File: src/rtl/if_pkg.sv
// Shared types and helpers for the instruction-fetch stage.
package if_pkg;

  localparam int IF_XLEN = 32;

  localparam logic [IF_XLEN-1:0] NOP = '0;

  typedef struct packed {
    logic [IF_XLEN-1:0] instr;
    logic [IF_XLEN-1:0] pcplus4;
  } fetch_entry_t;

  function automatic int cnt_width(input int depth);
    return $clog2(depth + 1);
  endfunction

endpackage

File: src/rtl/if_fetch_fifo.sv
// Circular FIFO for fetched entries; DEPTH must be a power of two so the
// pointers wrap naturally.
module if_fetch_fifo
  import if_pkg::*;
#(
  parameter int DEPTH = 4,
  parameter int WIDTH = 64
) (
  input  logic                          clk,
  input  logic                          reset,
  input  logic                          clear,
  input  logic                          push,
  input  logic                          pop,
  input  logic [WIDTH-1:0]              din,
  output logic [WIDTH-1:0]              dout,
  output logic [cnt_width(DEPTH)-1:0]   count,
  output logic                          empty
);

  localparam int PW = $clog2(DEPTH);
  localparam int CW = cnt_width(DEPTH);

  logic [WIDTH-1:0] mem [DEPTH];
  logic [PW-1:0]    wr_ptr;
  logic [PW-1:0]    rd_ptr;

  always_ff @(posedge clk or negedge reset) begin
    if (!reset) begin
      wr_ptr <= '0;
      rd_ptr <= '0;
      count  <= '0;
    end else if (clear) begin
      wr_ptr <= '0;
      rd_ptr <= '0;
      count  <= '0;
    end else begin
      if (push) wr_ptr <= wr_ptr + PW'(1);
      if (pop)  rd_ptr <= rd_ptr + PW'(1);
      if (push && !pop)      count <= count + CW'(1);
      else if (pop && !push) count <= count - CW'(1);
    end
  end

  // Storage needs no reset: the head is only observed while count is nonzero.
  always_ff @(posedge clk) begin
    if (push && !clear) mem[wr_ptr] <= din;
  end

  assign dout  = mem[rd_ptr];
  assign empty = (count == '0);

endmodule

File: src/rtl/if_fetch_queue.sv
// Instruction-fetch stage: PC generation, credit-limited imem requests and a
// decoupling queue to ID. Interrupt redirect is built only with IF_INTERRUPT_EN.
module if_fetch_queue
  import if_pkg::*;
#(
  parameter int               XLEN       = IF_XLEN,
  parameter int               DEPTH      = 4,
  parameter logic [XLEN-1:0]  RESET_PC   = '0,
  parameter logic [XLEN-1:0]  INT_VECTOR = 32'h8000_0004
) (
  input  logic            clk,
  input  logic            reset,
  input  logic            redirect_valid,
  input  logic [XLEN-1:0] redirect_pc,
  input  logic            interrupt,
  output logic            imem_req,
  output logic [XLEN-1:0] imem_addr,
  input  logic            imem_gnt,
  input  logic            imem_rvalid,
  input  logic [XLEN-1:0] imem_rdata,
  output logic            id_valid,
  input  logic            id_ready,
  output logic [XLEN-1:0] id_instr,
  output logic [XLEN-1:0] id_pcplus4,
  output logic            int_taken,
  output logic [XLEN-1:0] int_epc
);

  localparam int CW = cnt_width(DEPTH);
  // Stale responses accumulate across back-to-back redirects, so give headroom.
  localparam int SW = CW + 2;

  typedef struct packed {
    logic [XLEN-1:0] instr;
    logic [XLEN-1:0] pcplus4;
  } entry_t;

  logic [XLEN-1:0] pc_q;
  logic [XLEN-1:0] resp_pc_q;
  logic [CW-1:0]   outst_q;
  logic [SW-1:0]   stale_q;
  logic [CW-1:0]   count;
  logic            empty;
  entry_t          head;
  entry_t          wdata;
  logic            take_int;
  logic            flush;
  logic [XLEN-1:0] flush_pc;
  logic            credit;
  logic            fire;
  logic            resp_live;
  logic            push;
  logic            pop;

  assign flush    = redirect_valid | take_int;
  assign flush_pc = redirect_valid ? redirect_pc : INT_VECTOR;

  assign credit    = ({1'b0, count} + {1'b0, outst_q}) < (CW+1)'(DEPTH);
  assign imem_req  = reset & ~flush & credit;
  assign imem_addr = pc_q;
  assign fire      = imem_req & imem_gnt;

  assign resp_live = imem_rvalid & (stale_q == '0);
  assign push      = resp_live & ~flush;
  assign pop       = id_valid & id_ready & ~flush;
  assign wdata     = '{instr: imem_rdata, pcplus4: resp_pc_q + XLEN'(4)};

  if_fetch_fifo #(
    .DEPTH (DEPTH),
    .WIDTH (2*XLEN)
  ) u_fifo (
    .clk   (clk),
    .reset (reset),
    .clear (flush),
    .push  (push),
    .pop   (pop),
    .din   (wdata),
    .dout  (head),
    .count (count),
    .empty (empty)
  );

  assign id_valid   = ~empty;
  assign id_instr   = id_valid ? head.instr   : XLEN'(NOP);
  assign id_pcplus4 = id_valid ? head.pcplus4 : '0;

  // resp_pc_q tracks the address of the oldest live request, since responses return in order.
  always_ff @(posedge clk or negedge reset) begin
    if (!reset) begin
      pc_q      <= RESET_PC;
      resp_pc_q <= RESET_PC;
      outst_q   <= '0;
      stale_q   <= '0;
    end else if (flush) begin
      pc_q      <= flush_pc;
      resp_pc_q <= flush_pc;
      outst_q   <= '0;
      stale_q   <= stale_q + SW'(outst_q) - SW'(imem_rvalid);
    end else begin
      if (fire) pc_q <= pc_q + XLEN'(4);
      if (imem_rvalid) begin
        if (stale_q != '0) stale_q   <= stale_q - SW'(1);
        else               resp_pc_q <= resp_pc_q + XLEN'(4);
      end
      if (fire && !resp_live)      outst_q <= outst_q + CW'(1);
      else if (resp_live && !fire) outst_q <= outst_q - CW'(1);
    end
  end

`ifdef IF_INTERRUPT_EN
  logic armed_q;

  // Edge-armed: a held interrupt level fires once until it is released.
  always_ff @(posedge clk or negedge reset) begin
    if (!reset)         armed_q <= 1'b1;
    else if (!interrupt) armed_q <= 1'b1;
    else if (take_int)  armed_q <= 1'b0;
  end

  assign take_int = reset & interrupt & armed_q & ~redirect_valid;
  assign int_epc  = take_int ? (id_valid ? head.pcplus4 - XLEN'(4) : pc_q) : '0;
`else
  logic unused_interrupt;
  assign unused_interrupt = interrupt;
  assign take_int = 1'b0;
  assign int_epc  = '0;
`endif

  assign int_taken = take_int;

endmodule

File: config.mk
export PLATFORM = sky130hd
export DESIGN_NAME = if_fetch_queue
export DESIGN_NICKNAME = d
export VERILOG_FILES = /design/src/rtl/if_pkg.sv /design/src/rtl/if_fetch_fifo.sv /design/src/rtl/if_fetch_queue.sv
export SDC_FILE = /design/constraint.sdc
export NUM_CORES = 1
export LEC_CHECK = 0
export CAP_MARGIN = 20
export CELL_PAD_IN_SITES_DETAIL_PLACEMENT = 0
export CELL_PAD_IN_SITES_GLOBAL_PLACEMENT = 2
export CORE_MARGIN = 2
export CORE_UTILIZATION = 42
export CTS_CLUSTER_SIZE = 8
export DETAILED_ROUTE_END_ITERATION = 16
export PLACE_DENSITY_LB_ADDON = 0.1
export SYNTH_ARGS = -nofsm -noshare
export SYNTH_HDL_FRONTEND = slang
export SYNTH_HIERARCHICAL = 1
export SYNTH_SLANG_ARGS = --single-unit
File: constraint.sdc
create_clock -name clk -period 6.9 [get_ports clk]
set_input_delay 0.69 -clock clk [delete_from_list [all_inputs] [get_ports clk]]
set_output_delay 0.69 -clock clk [all_outputs]
set_load 0.02 [all_outputs]
* Word-level counts from Yosys, hierarchy flattened
Memory sizes are Yosys's and may differ from the RTL's. Cells that the tools add are included.
Operators by class: reductions and logical operators 22, muxes and demuxes 22, eq/ne operators 1, $lt $le $gt $ge 1, bitwise logic cells 9, $add $sub $neg 12
Operators by type and width (number):
- 2-to-1 mux 32 bit | 7
- adder 32 x 3 -> 32 bit, second input constant | 2
- 2-to-1 mux 3 bit | 6
- 2-to-1 mux 5 bit | 3
- nonzero test 2 bit | 5
- 2-to-1 mux 2 bit | 4
- AND 1 bit | 7
- adder 3 x 1 -> 3 bit, second input constant | 2
- nonzero test 3 bit | 2
- subtractor 3 x 1 -> 3 bit, second input constant | 2
- adder 5 x 3 -> 5 bit | 1
- logical AND 1 bit | 5
- logical NOT 1 bit | 5
- logical NOT 5 bit | 1
- nonzero test 5 bit | 1
- subtractor 5 x 1 -> 5 bit | 1
- subtractor 5 x 1 -> 5 bit, second input constant | 1
- adder 2 x 1 -> 2 bit, second input constant | 2
- adder 3 x 3 -> 4 bit | 1
- less-than comparator 4 x 3 -> 1 bit, second input constant | 1
- AND reduction 2 bit | 2
- logical NOT 3 bit | 1
- 2-to-1 mux 1 bit | 2
- != test 2 bit, second input constant | 1
- inverter 1 bit | 2
Storage, ports and cells: memories kept 1, output and inout port bits 131, flip-flop bits (word level) 79, RAM bits 256
Memories:
- u_fifo.mem | depth 4, bits a word 64, read ports 1, clocked after memory_dff 0, write ports 1, line if_fetch_fifo.sv:23 | logic [WIDTH-1:0] mem [DEPTH];

* Depth between registers and ports, before layout
Gate-level depths: netlist of the first run.
word-level depth 9, gate-level depth with buffers 12

* Modules after synthesis
Netlist of the first run, hierarchy kept.
By module, submodules not included:
- if_fetch_fifo | cells an instance 378, instances 1, area each 9666.8 µm², sequential area each 7862.5 µm²
- if_fetch_queue | cells an instance 639, instances 1, area each 5402.7 µm², sequential area each 1801.7 µm²

* Least setup slack after synthesis of the first run
No wires, ideal clock.
path kind reg-to-reg, start point register stale_q[0], end point memory u_fifo.mem[0][0], enable pin, slack 3159 ps, path buffers 2, stages on the path, launching flop included 10, required time 6471 ps, library setup time 429 ps, arrival 3312 ps, period minus slack after synthesis 3741 ps, cells stage by stage dfrtp_1 -> inv_1 -> ha_1 -> nor4b_1 -> nand2_1 -> clkbuf_1 -> nor2_1 -> buf_2 -> nor2b_1 -> and2_1
Between the ends: longest elaborated chain between the ends 6
RTL lines:
- from (decl) | line if_fetch_queue.sv:41 | logic [SW-1:0] stale_q;
- from (signal assigned) | line if_fetch_queue.sv:98 | stale_q <= stale_q + SW'(outst_q) - SW'(imem_rvalid);
- from (signal assigned) | line if_fetch_queue.sv:102 | if (stale_q != '0) stale_q <= stale_q - SW'(1);
- logical NOT 5 bit | line if_fetch_queue.sv:63 | assign resp_live = imem_rvalid & (stale_q == '0);
- AND 1 bit | line if_fetch_queue.sv:63
- AND 1 bit | line if_fetch_queue.sv:64 | assign push = resp_live & ~flush;
- named net push | line if_fetch_queue.sv:52 | logic push;
- logical AND 1 bit | line if_fetch_fifo.sv:46 | if (push && !clear) mem[wr_ptr] <= din;
- 2-to-1 mux 1 bit | line if_fetch_fifo.sv:46
- 2-to-1 mux 1 bit (not written as such) | line if_fetch_fifo.sv:46
- to (decl) | line if_fetch_fifo.sv:23
The timed path passes the listed nets, and every way through them passes these cells.

==> flow_metrics.py, run 1 <==
metrics = {
    "placement": {
        "dp_hpwl_microns": 19900,
        "gp_congestion": 0.767,
        "io_buffers": 167,
        "dpl_cell_area_sq_um": 17000,
    },
    "clocking": {
        "hold_buffers": 0,
        "cts_buffer_depth": 3,
        "cts_htree_levels": 2,
        "cts_tree": "built",
        "clkTransAtPathRegs_ps": 50,
        "cts_resized": 0,
        "cts_sinks": 335,
        "clk_latency_ps": 540,
        "numCtsBuffers": 47,
        "cts-root-buf": "clkbuf_16",
        "cts_setup_buffers": 0,
    },
    "yosys": {
        "synth_edf_count": 256,
        "synth_area_leaders": "edfxtp_1 (51%), dfrtp_1 (13%), mux4_2 (9.6%), xnor2_1 (2.8%), nor2b_1 (2.8%)",
        "syn_inst": 1017,
        "synth_seq_area_share": 0.641,
        "async_reset_ff_frac": 0.236,
        "ys_ff_latch": 335,
        "yosys.area.top_type_share": 0.510,
        "ys_types": 54,
        "ys.flop_type": "edfxtp_1",
        "yosys_warnings": 6,
        "synth.largest_area_cell": "edfxtp_1",
        "postSynthAreaPerCell_sq_um": 14.8,
        "syn_area_sq_um": 15100,
    },
    "global_route": {
        "grt_pass1_vias": 8995,
        "grt_pass1_wl_microns": 51600,
        "grt_use_total": 0.175,
        "antenna_found_initial": 0,
        "gr-total-overflow": 0,
        "grt_max_degree": 66,
    },
    "sta": {
        "period_share": 0.603,
        "skew_ps": 21.5,
        "slew-limit-headroom": 0.287,
        "min_period_ps": 4160,
        "fin_setup_tns_ps": 0,
        "rsz0062_at_grt": "false",
        "holdWs_ps": 31.6,
        "maxSlewViolCount": 0,
        "worst_slew_pin_slew_ps": 1070,
        "fmax_mhz": 241,
        "finalSetupViolCount": 0,
        "hold_viol": 0,
    },
    "routing": {
        "via_count": 8753,
        "first_iter_violations": 461,
        "wl_per_cell_microns": 19.5,
        "drcViolationCount": 0,
        "ant_nets": 0,
        "vias_per_cell": 5.26,
        "firstDrtPassIters": 4,
        "totalWireLength_microns": 32500,
    },
    "power": {
        "p_leak_nw": 6.14,
        "ir_drop_uv": 134,
        "power_density_nw_per_um2": 288,
        "fin_total_pwr_mw": 5.26,
    },
    "critical_path": {
        "critPathKind": "flip-flop to output port",
        "crit_fanout": 45,
        "cp_num_buf_inv": 2,
        "reg2reg_slack_ps": 3490,
        "crit_family": "buffers and inverters",
        "reg2reg_from": "stale_q[0]$_DFFE_PN0P_",
        "rr_endpoint": "u_fifo/mem[2][42]$_DFFE_PP_",
        "endpoint_kind": "output port",
        "slowest_stage": "dfrtp_4",
        "cp.arrival_ps": 3470,
        "worstPathRequired_ps": 6210,
        "crit_cells": 4,
        "cp-start-kind": "flip-flop",
        "cp_slowest_stage_delay_ps": 1030,
        "crit_path_end": "id_pcplus4[11]",
        "crit_start": "u_fifo/rd_ptr[0]$_DFFE_PN0P_",
        "reg2reg_depth": 8,
        "crit_chain": "buf_4, mux4_2, nor2b_1, clkdlybuf4s50_1",
    },
    "finish": {
        "area_growth_pct": 21.3,
        "n_antenna_cell": 0,
        "finish.utilization": 0.515,
        "layout.nets": 1280,
        "drive_gt1_frac": 0.126,
        "final_area_sq_um": 18300,
    },
    "die": {
        "coreArea_sq_um": 35500,
        "die_h_microns": 193,
        "dieWidth_microns": 193,
        "die-area_sq_um": 37400,
        "rows": 69,
        "start_util": 0.425,
        "ios": 202,
    },
    "outcome": {
        "status": "complete, no violations",
    },
    "hold_path": {
        "hold_path.class": "input port to asynchronous set/reset pin",
    },
    "job": {
        "drv_cap": 0,
    },
}
==> registers in the layout (all words and copies together), names as in the netlist <==
register,cells
u_fifo/mem,256
imem_addr,32
resp_pc_q,32
stale_q,5
outst_q,3
u_fifo/count,3
u_fifo/rd_ptr,2
u_fifo/wr_ptr,2
==> cells in the mapped netlist (all sizes together) (21+ instances only) <==
library cell / n
buf: 58
clkbuf: 28
dfrtp: 79
edfxtp: 256
inv: 29
mux4: 64
nand2: 64
nand3: 35
nand4: 21
nor2: 39
nor2b: 67
o21ai: 47
xnor2: 48
xor2: 24
==> area by class of cell <==
type                    count  area [sq um]
flip-flops and latches    335          9670
clock buffers              63          1280
well taps                 461           577
multi-input cells         598          4900
fillers                  3034         17200
repair buffers            177          1740
inverters                  30           113
==> metrics by stage <==
step / setup WS [ps] / instances
2_1_floorplan: 3160 / 1049
3_3_place_gp: 3150 / 1600
3_5_place_dp: 3180 / 1600
4_1_cts: 2600 / 1663
5_1_grt: 2470 / 1664
6_report: 2740 / 1664
==> power by group <==
part / internal, mW / switching, mW / leakage, nW
sequential: 2.26 / 0.0975 / 3.27
clock: 1.26 / 0.768 / 0.620
combinational: 0.398 / 0.481 / 2.25
total: 3.92 / 1.35 / 6.14
==> placed cells by master (no fill, tap or decap), types with 21 or more instances in the layout <==
master and n:
nor2_1 39, nand2_1 64, nand3_1 34, edfxtp_1 256, dfrtp_1 77, nor2b_1 67, clkbuf_16 49, nand4_1 21
o21ai_0 35, mux4_2 64, xnor2_1 48, inv_1 29, xor2_1 24, conb_1 33, clkdlybuf4s50_1 165
==> cell families after synthesis <==
group,count (synthesis),synth area share
AOI/OAI and AO/OA,99,0.0418
xor gates and xnor gates,72,0.0418
adders and majority gates,20,0.0181
buffers and inverters,116,0.0423
DFF,335,0.641
muxes,69,0.0991
other,1,0.000249
and+or+nand+nor,305,0.115
==> layer usage <==
metal | up-vias | wire length [microns] | track usage
met1 | 4353 | 15600 | 0.258
met3 | 46 | 1580 | 0.0321
met5 | - | 0 | 0
met4 | 0 | 695 | 0.0498
met2 | 239 | 14600 | 0.268
li1 | 4115 | - | -
==> how the worst min path moves through the flow <==
stage	from	endpoint	slack, ps	cells after the start
after floorplan	reset	imem_addr[0]$_DFFE_PN0P_	390	0
after global placement	resp_pc_q[1]$_DFFE_PN0P_	u_fifo/mem[0][1]$_DFFE_PP_	500	0
after detailed placement	resp_pc_q[1]$_DFFE_PN0P_	u_fifo/mem[1][1]$_DFFE_PP_	510	0
after CTS	reset	imem_addr[25]$_DFFE_PN0N_	30	1
after global routing	reset	imem_addr[25]$_DFFE_PN0N_	40	1
final	reset	imem_addr[25]$_DFFE_PN0N_	30	1
No activity file was read; power rests on OpenSTA's default activity.
==> run 2, diff against run 1 <==
--- a/config.mk
+++ b/config.mk
@@ -9,7 +9,7 @@
 export CELL_PAD_IN_SITES_DETAIL_PLACEMENT = 0
 export CELL_PAD_IN_SITES_GLOBAL_PLACEMENT = 2
 export CORE_MARGIN = 2
-export CORE_UTILIZATION = 42
+export CORE_UTILIZATION = 35
 export CTS_CLUSTER_SIZE = 8
 export DETAILED_ROUTE_END_ITERATION = 16
 export PLACE_DENSITY_LB_ADDON = 0.1
==> constraint.sdc (replaced) <==
create_clock -name clk -period 3.5 [get_ports clk]
set_input_delay 0.35 -clock clk [delete_from_list [all_inputs] [get_ports clk]]
set_output_delay 0.35 -clock clk [all_outputs]
set_load 0.02 [all_outputs]
==> run 2 against run 1 <==
  * Power is 100% higher
  * Non-clock buffer count is 17 higher
  * Flip-flop and latch count did not move
  * Critical endpoint is now id_pcplus4[0]
  * Die area rose by 20%
  * Largest power group unchanged
  * Global-route usage fell by 1.4 points
  * Critical path depth is the same
  * Via count increased by 0.34%
  * Critical path type unchanged
  * Count of clock-buffer cells in the layout down 2
==> flow_metrics.py, run 2 (same netlist as run 1, synthesis figures left out) <==
metrics = {
    "outcome": {
        "status": "complete, no violations",
    },
    "power": {
        "p_leak_nw": 6.27,
        "power_density_nw_per_um2": 562,
        "ir_drop_uv": 307,
    },
    "routing": {
        "wl_per_cell_microns": 19.9,
        "vias_per_cell": 4.97,
        "totalWireLength_microns": 35100,
        "first_iter_violations": 430,
        "firstDrtPassIters": 5,
        "drcViolationCount": 0,
        "via_count": 8783,
        "ant_nets": 0,
    },
    "finish": {
        "layout.nets": 1298,
        "finish.utilization": 0.437,
        "layout_common_cells": "edfxtp_1 (256), clkdlybuf4s50_1 (165), dfrtp_1 (77), nor2b_1 (67)",
        "n_antenna_cell": 0,
        "final_common_cell": "edfxtp_1",
        "largest_reg_flops": 256,
        "area_growth_pct": 24.0,
        "drive_gt1_frac": 0.139,
        "regMostFlops": "u_fifo/mem",
    },
    "job": {
        "drv_cap": 0,
    },
    "critical_path": {
        "endpoint_kind": "output port",
        "crit_fanout": 28,
        "critPathKind": "flip-flop to output port",
        "reg2reg_slack_ps": 700,
        "worstPathRequired_ps": 3150,
        "cp.arrival_ps": 2800,
        "cp-start-kind": "flip-flop",
    },
    "placement": {
        "preCtsSetupSlack_ps": 688,
        "io_buffers": 167,
        "gp_congestion": 0.726,
        "dp_hpwl_microns": 22500,
    },
    "sta": {
        "slew-limit-headroom": 0.441,
        "min_period_ps": 3150,
        "finalSetupViolCount": 0,
        "fin_ws_ps": 347,
        "fmax_mhz": 317,
        "fin_setup_tns_ps": 0,
        "worst_slew_pin_slew_ps": 839,
        "maxSlewViolCount": 0,
        "period_share": 0.901,
        "holdWs_ps": 220,
        "rsz0062_at_grt": "false",
        "skew_ps": 20.3,
        "hold_viol": 0,
    },
    "hold_path": {
        "hold_path.class": "input port to asynchronous set/reset pin",
    },
    "clocking": {
        "cts_htree_levels": 2,
        "cts_resized": 0,
        "hold_buffers": 1,
        "cts_tree": "built",
        "cts_sinks": 335,
        "numCtsBuffers": 48,
        "clk_latency_ps": 570,
        "clkTransAtPathRegs_ps": 50,
        "cts_buffer_depth": 3,
        "cts-root-buf": "clkbuf_16",
        "cts_setup_buffers": 0,
    },
    "global_route": {
        "top_usage_layer": "met2",
        "gr-total-overflow": 0,
        "grt_max_degree": 66,
        "use_met1": 0.226,
        "grt.met3_usage": 0.0319,
        "grt_use_total": 0.162,
        "antenna_found_initial": 0,
        "grt_pass1_wl_microns": 54900,
        "grt.met2_usage": 0.252,
        "grt_pass1_vias": 9222,
    },
    "die": {
        "coreArea_sq_um": 42800,
        "dieWidth_microns": 212,
        "start_util": 0.352,
        "die_h_microns": 212,
        "die-area_sq_um": 44700,
        "ios": 202,
        "rows": 76,
    },
}
[run 2: cell count changes in the layout (fill, tap and decap cells not counted), sizes merged]
cell	delta
dlygate4sd3	+1
clkbuf	-2
inv	+1
clkinvlp	+1
buf	+16
clkinv	+1
[run 2: worst paths after layout]
kind | from | to | cells past startpoint
max in group asynchronous | reset | u_fifo/rd_ptr[0]$_DFFE_PN0P_ | 3
max reg2reg | resp_pc_q[2]$_DFFE_PN0P_ | u_fifo/mem[2][28]$_DFFE_PP_ | 6
min reg2reg | stale_q[4]$_DFFE_PN0P_ | stale_q[4]$_DFFE_PN0P_ | 1
min | reset | imem_addr[25]$_DFFE_PN0N_ | 2
max | u_fifo/rd_ptr[0]$_DFFE_PN0P_ | id_pcplus4[0] | 4
min in group clk | redirect_pc[30] | resp_pc_q[30]$_DFFE_PN0P_ | 3
[run 2: where the power goes]
group | internal, mW | switching [mW] | leakage (nW) | total (mW)
clock | 2.47 | 1.62 | 0.624 | 4.09
combinational | 0.810 | 0.974 | 2.38 | 1.78
sequential | 4.45 | 0.177 | 3.27 | 4.63
[run 2: worst max-delay path: stages, from the launching register on]
cell and delay (ps):
dfrtp_4 650, buf_12 320, mux4_2 530, nor2b_1 160
clkdlybuf4s50_1 590
[run 2: through the flow]
step           cell area [sq um]  power [mW]  cells
5_1_grt                    18700        11.0   1767
3_5_place_dp               17400        6.53   1702
3_3_place_gp               17400        6.53   1702
2_1_floorplan              15200        5.75   1049
4_1_cts                    18700        10.7   1767
6_report                   18700        10.5   1767
[run 2: final cells by class]
type / count / area, sq um
clock buffers: 61 / 1260
clock inverters: 3 / 32.5
fillers: 3946 / 24100
inverters: 30 / 113
multi-input cells: 598 / 4900
flip-flops and latches: 335 / 9670
well taps: 546 / 683
repair buffers: 194 / 2030
[run 2: layer usage]
layer | vias up | wire (microns)
li1 | 4144 | -
met1 | 4364 | 16400
met2 | 214 | 16000
met3 | 61 | 1860
met4 | 0 | 811
met5 | - | 0
